[src/rtl/mul_pkg.sv]
// Shared constants and types for the sequential Booth multiplier slave.
package mul_pkg;

  // Default operand width; the product is twice this.
  localparam int WIDTH_DEF = 32;

  // Avalon-MM register map.
  localparam logic [1:0] ADDR_A   = 2'd0;
  localparam logic [1:0] ADDR_B   = 2'd1;
  localparam logic [1:0] ADDR_PLO = 2'd2;
  localparam logic [1:0] ADDR_PHI = 2'd3;

  // Engine state: IDLE accepts bus accesses, RUN iterates and stalls them.
  typedef enum logic [0:0] {
    ST_IDLE = 1'b0,
    ST_RUN  = 1'b1
  } mul_state_e;

endpackage

[src/rtl/mul_booth_step.sv]
// One radix-2 Booth iteration: select on the low bit pair, add or subtract
// the multiplicand into the upper half, then arithmetic shift right by one.
module mul_booth_step
  import mul_pkg::*;
#(
  parameter int WIDTH = WIDTH_DEF
) (
  input  logic [2*WIDTH:0] acc_i,
  input  logic [WIDTH-1:0] op_a_i,
  output logic [2*WIDTH:0] acc_o
);

  logic [WIDTH:0] upper_ext;
  logic [WIDTH:0] a_ext;
  logic [WIDTH:0] sum;

  // The upper half is widened by one bit so that subtracting the most
  // negative operand cannot wrap; that extra bit becomes the new sign bit
  // after the shift.
  always_comb begin
    upper_ext = {acc_i[2*WIDTH], acc_i[2*WIDTH:WIDTH+1]};
    a_ext     = {op_a_i[WIDTH-1], op_a_i};
    case (acc_i[1:0])
      2'b01:   sum = upper_ext + a_ext;
      2'b10:   sum = upper_ext - a_ext;
      default: sum = upper_ext;
    endcase
    // Dropping the guard bit and prepending the W+1-bit sum is the shift.
    acc_o = {sum, acc_i[WIDTH:1]};
  end

endmodule

[src/rtl/mul_seq_avalon.sv]
// Iterative signed multiplier behind an Avalon-MM slave port.
// Handshake: an access is chipselect & (read | write). waitrequest is high
// whenever an access is presented while the engine is in RUN; the master
// must hold the access unchanged, and it takes effect (with no side effects
// beforehand) on the first rising edge where waitrequest is low.
// Writing address 1 in IDLE latches B and starts WIDTH Booth iterations.
module mul_seq_avalon
  import mul_pkg::*;
#(
  parameter int WIDTH = WIDTH_DEF
) (
  input  logic             clk,
  input  logic             reset,
  input  logic [1:0]       address,
  input  logic [WIDTH-1:0] writedata,
  input  logic             write,
  input  logic             read,
  input  logic             chipselect,
  output logic [WIDTH-1:0] readdata,
  output logic             waitrequest,
  output mul_state_e       state_o
);

  localparam int CNT_W = $clog2(WIDTH) + 1;
  localparam logic [CNT_W-1:0] CNT_LAST = CNT_W'(WIDTH - 1);

  mul_state_e         state_q, state_d;
  logic [WIDTH-1:0]   op_a_q, op_a_d;
  logic [WIDTH-1:0]   op_b_q, op_b_d;
  logic [2*WIDTH-1:0] prod_q, prod_d;
  logic [2*WIDTH:0]   acc_q, acc_d;
  logic [CNT_W-1:0]   cnt_q, cnt_d;

  logic               access;
  logic               wr_ok;
  logic [2*WIDTH:0]   acc_step;

  assign access      = chipselect & (read | write);
  assign waitrequest = access & (state_q == ST_RUN);
  assign wr_ok       = chipselect & write & (state_q == ST_IDLE);
  assign state_o     = state_q;

  mul_booth_step #(
    .WIDTH (WIDTH)
  ) u_step (
    .acc_i  (acc_q),
    .op_a_i (op_a_q),
    .acc_o  (acc_step)
  );

  // Next-state logic: register writes in IDLE, one Booth step per RUN cycle.
  always_comb begin
    state_d = state_q;
    op_a_d  = op_a_q;
    op_b_d  = op_b_q;
    prod_d  = prod_q;
    acc_d   = acc_q;
    cnt_d   = cnt_q;
    case (state_q)
      ST_IDLE: begin
        if (wr_ok) begin
          if (address == ADDR_A) begin
            op_a_d = writedata;
          end else if (address == ADDR_B) begin
            op_b_d  = writedata;
            acc_d   = {{WIDTH{1'b0}}, writedata, 1'b0};
            cnt_d   = '0;
            state_d = ST_RUN;
          end
        end
      end
      ST_RUN: begin
        acc_d = acc_step;
        cnt_d = cnt_q + CNT_W'(1);
        if (cnt_q == CNT_LAST) begin
          prod_d  = acc_step[2*WIDTH:1];
          state_d = ST_IDLE;
        end
      end
      default: state_d = ST_IDLE;
    endcase
  end

  // State and datapath registers; reset clears everything at once.
  always_ff @(posedge clk or posedge reset) begin
    if (reset) begin
      state_q <= ST_IDLE;
      op_a_q  <= '0;
      op_b_q  <= '0;
      prod_q  <= '0;
      acc_q   <= '0;
      cnt_q   <= '0;
    end else begin
      state_q <= state_d;
      op_a_q  <= op_a_d;
      op_b_q  <= op_b_d;
      prod_q  <= prod_d;
      acc_q   <= acc_d;
      cnt_q   <= cnt_d;
    end
  end

  // Combinational read mux; zero when no read is presented.
  always_comb begin
    readdata = '0;
    if (chipselect & read) begin
      case (address)
        ADDR_A:   readdata = op_a_q;
        ADDR_B:   readdata = op_b_q;
        ADDR_PLO: readdata = prod_q[WIDTH-1:0];
        ADDR_PHI: readdata = prod_q[2*WIDTH-1:WIDTH];
        default:  readdata = '0;
      endcase
    end
  end

endmodule

[config.mk]
export PLATFORM = sky130hd
export DESIGN_NAME = mul_seq_avalon
export DESIGN_NICKNAME = d
export VERILOG_FILES = /design/src/rtl/mul_pkg.sv /design/src/rtl/mul_booth_step.sv /design/src/rtl/mul_seq_avalon.sv
export SDC_FILE = /design/constraint.sdc
export NUM_CORES = 1
export LEC_CHECK = 0
export BUFFER_PORTS_ARGS = -buffer_cell sky130_fd_sc_hd__buf_2
export CORE_ASPECT_RATIO = 1.25
export CORE_MARGIN = 2
export CORE_UTILIZATION = 35
export CTS_CLUSTER_SIZE = 12
export DETAILED_ROUTE_END_ITERATION = 7
export PLACE_DENSITY = 0.54
export SYNTH_ARGS = -nofsm -noshare
export SYNTH_HDL_FRONTEND = slang
export SYNTH_SLANG_ARGS = --single-unit
[constraint.sdc]
create_clock -name clk -period 11.86 [get_ports clk]
set_input_delay 1.779 -clock clk [delete_from_list [all_inputs] [get_ports clk]]
set_output_delay 1.779 -clock clk [all_outputs]
set_load 0.01 [all_outputs]
* Yosys cells after proc, flatten, opt, wreduce, memory -nomap -nowiden
Cells that the tools add are included.
** Word-level totals
- Register bits :: 200
- Latch bits :: 0
- RAM bits :: 0
- Bits in read-only memories :: 0
- Bits of input ports :: 39
- Output and inout port bits :: 34
- Word-level logic and storage cells :: 47
- Memories kept :: 0
** Cells by class
- $add $sub $neg :: 3
- Multiply operators :: 0
- Divide/modulo/power cells :: 0
- Magnitude comparators :: 0
- Equality and inequality tests :: 9
- Shift-type cells :: 0
- Multiplexer cells :: 16
- Bitwise gates (word level) :: 8
- Reduce and logical (&&, ||, !) cells :: 5
** Operator list (count)
- $mux W65 :: 3
- $pmux W65 S2 :: 1
- $pmux W32 S4 :: 1
- $pmux W33 S2 :: 1
- $add A32 B32 Y33 :: 1
- $sub A32 B32 Y33 :: 1
- $mux W32 :: 1
- $mux W6 :: 3
- $pmux W6 S2 :: 1
- $add A6 B1 Y6 const B :: 1
- $eq A2 B2 Y1 const B :: 3
- $eq A6 B5 Y1 const B :: 1
- $reduce_and A3 Y1 :: 2
- $and A1 B1 Y1 :: 5
- $eq A2 B1 Y1 const B :: 2
- $mux W1 :: 4
- $ne A2 B2 Y1 const B :: 2
- $reduce_and A4 Y1 :: 1
- $logic_not A2 Y1 :: 1
- $ne A2 B1 Y1 const B :: 1
- $not A1 Y1 :: 2
- $pmux W1 S2 :: 1
- $reduce_and A2 Y1 :: 1
- $or A1 B1 Y1 :: 1

* Depth between registers and ports, before layout
- Depth in word-level cells :: 5
- Depth in mapped cells :: 19
- Mapped depth without buffers :: 19

* Hierarchy
A second synthesis with hierarchy kept.
** Unflattened totals
- Cell total of the unflattened synthesis :: 1014
- Area, all modules :: 11713.7 µm²
** Modules (own cells, without submodules)
- mul_seq_avalon :: times used 1, cells each 562, area each 8674.6 µm², seq. area each 5004.8 µm²
- mul_booth_step :: times used 1, cells each 452, area each 3039.2 µm², seq. area each 0.0 µm²

* Least setup slack after synthesis
Ideal clock, no wire load.
- Kind :: input to output
- Start :: input address[0]
- End :: output readdata[9]
- Arrival :: 3.407 ns
- Data required time :: 10.081 ns
- Setup slack :: 6.674 ns
- Stages :: 4
- Buffers on the path :: 2
- Cells stage by stage :: clkbuf_1 buf_1 mux4_1 and3_1
** Between the ends
- Longest elaborated chain between the ends :: 3
- Elaborated cells on any way between the ends :: 6
- Classes of those cells :: eq/ne (3); mux (2); reduce/logical (1)
** Ends and longest elaborated chain
- from (decl) :: line mul_seq_avalon.sv:14 : input logic [1:0] address,
- $eq A2 B2 Y1, or another cell as far along :: line mul_seq_avalon.sv:107 : case (address)
- $pmux W32 S4 * :: line mul_seq_avalon.sv:107
- $mux W32 * :: line mul_seq_avalon.sv:106 : if (chipselect & read) begin
- to (decl) :: line mul_seq_avalon.sv:19 : output logic [WIDTH-1:0] readdata,
Every way passes the cells marked *; elsewhere a longest branch is shown, timed or not.

* Worst setup path in the final report
Ends and elaborated chain as after synthesis.

==> impl_metrics.toml <==
[pwr]
irDropWorstVdd_mv = 0.1160
p_per_area_nw_per_um2 = 311.2
p_leak_nw = 5.949

[timing]
setup_viol = 0
worst_slew_pin_slew_ns = 0.9214
rsz0062_at_grt = "false"
tns_ns = 0
post-route-period-util_pct = 43.49
min_period_ns = 5.158
report.final.slew_viol_count = 0
hold_ws_ns = 0.4766
fmax_mhz = 193.9
slew_headroom_pct = 38.57
hold_viol = 0
final.setup_skew_ns = 0.01428

[route]
drt_wl_total_um = 30670
dr.pass1.iters = 5
via_count = 8819
drc = 0
ant_nets = 0
vias_per_cell = 5.410
drt-initial-drc-count = 476
wire_per_inst_um = 18.82

[global_route]
grtUsageTotal_pct = 19.25
grt_pass1_vias = 8733
antenna_found_initial = 0
grt_pass1_wl_um = 49800
grt_max_degree = 75
grt.overflow.total = 0

[place]
hpwl_um = 20720
dpl-instance-area_um2 = 11870
portBuffers = 72
routabilityCongestion = 0.8378

[setup_path]
reg2reg_depth = 17
reg2reg_setup_slack_ns = 6.84
endpoint = "readdata[9]"
path_class = "input pin to output pin"
critical_path_arrival_ns = 3.38
reg2reg_from = "op_a_q[9]$_DFFE_PP0P_"
max_stage_delay_ns = 0.64
critical-path-slowest-cell = "mux4_1"
startpoint = "address[0]"
crit_path_max_fanout = 35
setup.worst_path.end_class = "output pin"
cp.required_ns = 10.08
cp_cell_sequence = "buf_2, buf_4, mux4_1, and3_1, buf_2"
cpMostUsedCell = "buf_2"
start_kind = "input pin"
r2r-end = "prod_q[63]$_DFFE_PP0P_"

[floorplanning]
core_area_um2 = 31600
dieArea_um2 = 33250
start_util_pct = 35.22
die-width_um = 163.5
placementRows = 73
dieHeight_um = 203.4
boundaryPins = 73

[clock_network]
ctsHoldBuffers = 0
cts_buffers = 17
cts_tree = "yes"
clk_pin_slew_ns = 0.07
cts_buffer_depth = 2
cts.repair.resized = 0
root_buffer = "clkbuf_16"
insertion_delay_ns = 0.45
cts_sinks = 200
cts_htree_levels = 4
cts_setup_buffers = 0

[synthesis]
yosysWarnings = 0
synthFlopType = "dfrtp_1"
syn_nets = 1246
synth_seq_cells = 200
synth_edf_count = 0
synth_cell_types = 61
syn_area_um2 = 11130
yosys.area.top_type = "dfrtp_1"
synth_area_leaders = "dfrtp_1 (45%), nand2_1 (8.2%), mux4_2 (6.3%), o21ai_0 (4.3%), ha_1 (3.9%)"
yosysSeqAreaShare_pct = 44.96
synth.most_common_cell = "nand2_1"
ys_top_cells_by_count = "nand2_1 (243), dfrtp_1 (200), o21ai_0 (96), a21oi_1 (79), clkbuf_1 (60)"
syn_inst = 1171
synth_area_per_cell_um2 = 9.505
synth_top_area_share_pct = 44.96
postSynth.asyncResetShare_pct = 100.0

[cells_and_area]
syn2layout_area_growth_pct = 12.22
multi_input_area_um2 = 5695
drive_above_1_share_pct = 16.43
seq_area_um2 = 5006
fin_nets = 1279
final_area_um2 = 12490
final.fill_count = 3187

[hold_path]
hold_class = "flop to flop"

[outcome]
status = "finished clean"

[run]
maxCapViolCount = 0
final cells by class:
type                            instances  share of cell area (%)
Timing Repair Buffer                   86                   3.726
Multi-Input combinational cell        850                   45.60
Antenna cell                            1                 0.02003
Clock inverter                         14                   1.402
Tap cell                              412                   4.127
Inverter                               49                   1.533
Sequential cell                       200                   40.08
Clock buffer                           18                   3.516
worst max-delay path: cells and delay by family:
family | cells | cell delay (ns)
simple gates | 1 | 0.20
mux | 1 | 0.64
buf+inv | 3 | 0.74
state kept, by name, summed over array words and instances, names as in the netlist:
register	flops
cnt_q	6
op_b_q	32
acc_q	65
prod_q	64
state_o	1
op_a_q	32
per-stage QoR:
stage,total power (W),setup slack [ns],instances,util (%)
2_1_floorplan,0.002777,4.627,1171,-
3_5_place_dp,0.003281,6.660,1597,37.57
4_1_cts,0.003903,6.656,1629,39.52
3_3_place_gp,0.003255,6.700,1597,37.57
5_1_grt,0.004229,6.434,1629,39.52
6_report,0.003887,6.702,1630,39.52
kinds of logic after synthesis:
family	share of synthesized area, %
buffers and inverters	4.159
XOR/XNOR	4.564
multiplexers	10.59
flip-flops	44.96
AND/OR/NAND/NOR	15.97
AO/OA/AOI/OAI	15.64
adder cells (fa/ha/maj)	4.114
cell usage in the layout (no fill, tap or decap), types with 3 or more instances in the layout:
master	n
nand2_1	243
dfrtp_1	199
o21ai_0	96
a21oi_1	78
buf_2	72
inv_1	48
xnor2_1	43
nor2_1	40
and3_1	37
ha_1	34
mux2_2	33
o22ai_1	31
mux4_2	31
a22o_1	22
clkbuf_16	17
nor3_1	16
xor2_1	15
a21o_1	14
buf_4	14
nand2b_1	13
a31oi_1	9
nand3_1	8
a32oi_1	7
mux2i_1	6
o211ai_1	6
nor4_1	6
nand4_1	6
o31ai_1	5
inv_8	5
a22oi_1	3
and2_1	3
a21boi_0	3
inv_6	3
clkinv_8	3
per-layer routing:
| layer | track usage (%) | part of all wire (%) | vias up |
|---|---|---|---|
| met5 | 0 | 0 | - |
| met2 | 32.96 | 50 | 173 |
| met4 | 5.201 | 1.8 | 0 |
| met3 | 2.624 | 2.8 | 36 |
| met1 | 25.60 | 46 | 4396 |
| li1 | - | - | 4214 |
worst min path at each step:
stage	startpoint	end	slack [ns]	depth (start not counted)
2_1_floorplan	op_b_q[9]$_DFFE_PP0P_	op_b_q[9]$_DFFE_PP0P_	0.44	2
3_3_place_gp	op_b_q[4]$_DFFE_PP0P_	op_b_q[4]$_DFFE_PP0P_	0.45	2
3_5_place_dp	prod_q[41]$_DFFE_PP0P_	prod_q[41]$_DFFE_PP0P_	0.46	2
4_1_cts	prod_q[41]$_DFFE_PP0P_	prod_q[41]$_DFFE_PP0P_	0.48	2
5_1_grt	op_b_q[31]$_DFFE_PP0P_	op_b_q[31]$_DFFE_PP0P_	0.51	2
6_report	op_b_q[17]$_DFFE_PP0P_	op_b_q[17]$_DFFE_PP0P_	0.48	2
report_power, final:
group	switching, W	internal (W)	total, W	leakage (nW)
sequential	0.000230	0.000939	0.00117	2.55
clock	0.000302	0.000310	0.000611	0.298
combinational	0.00119	0.000914	0.00211	3.10
Note: power is estimated with default switching activity, not from simulation.
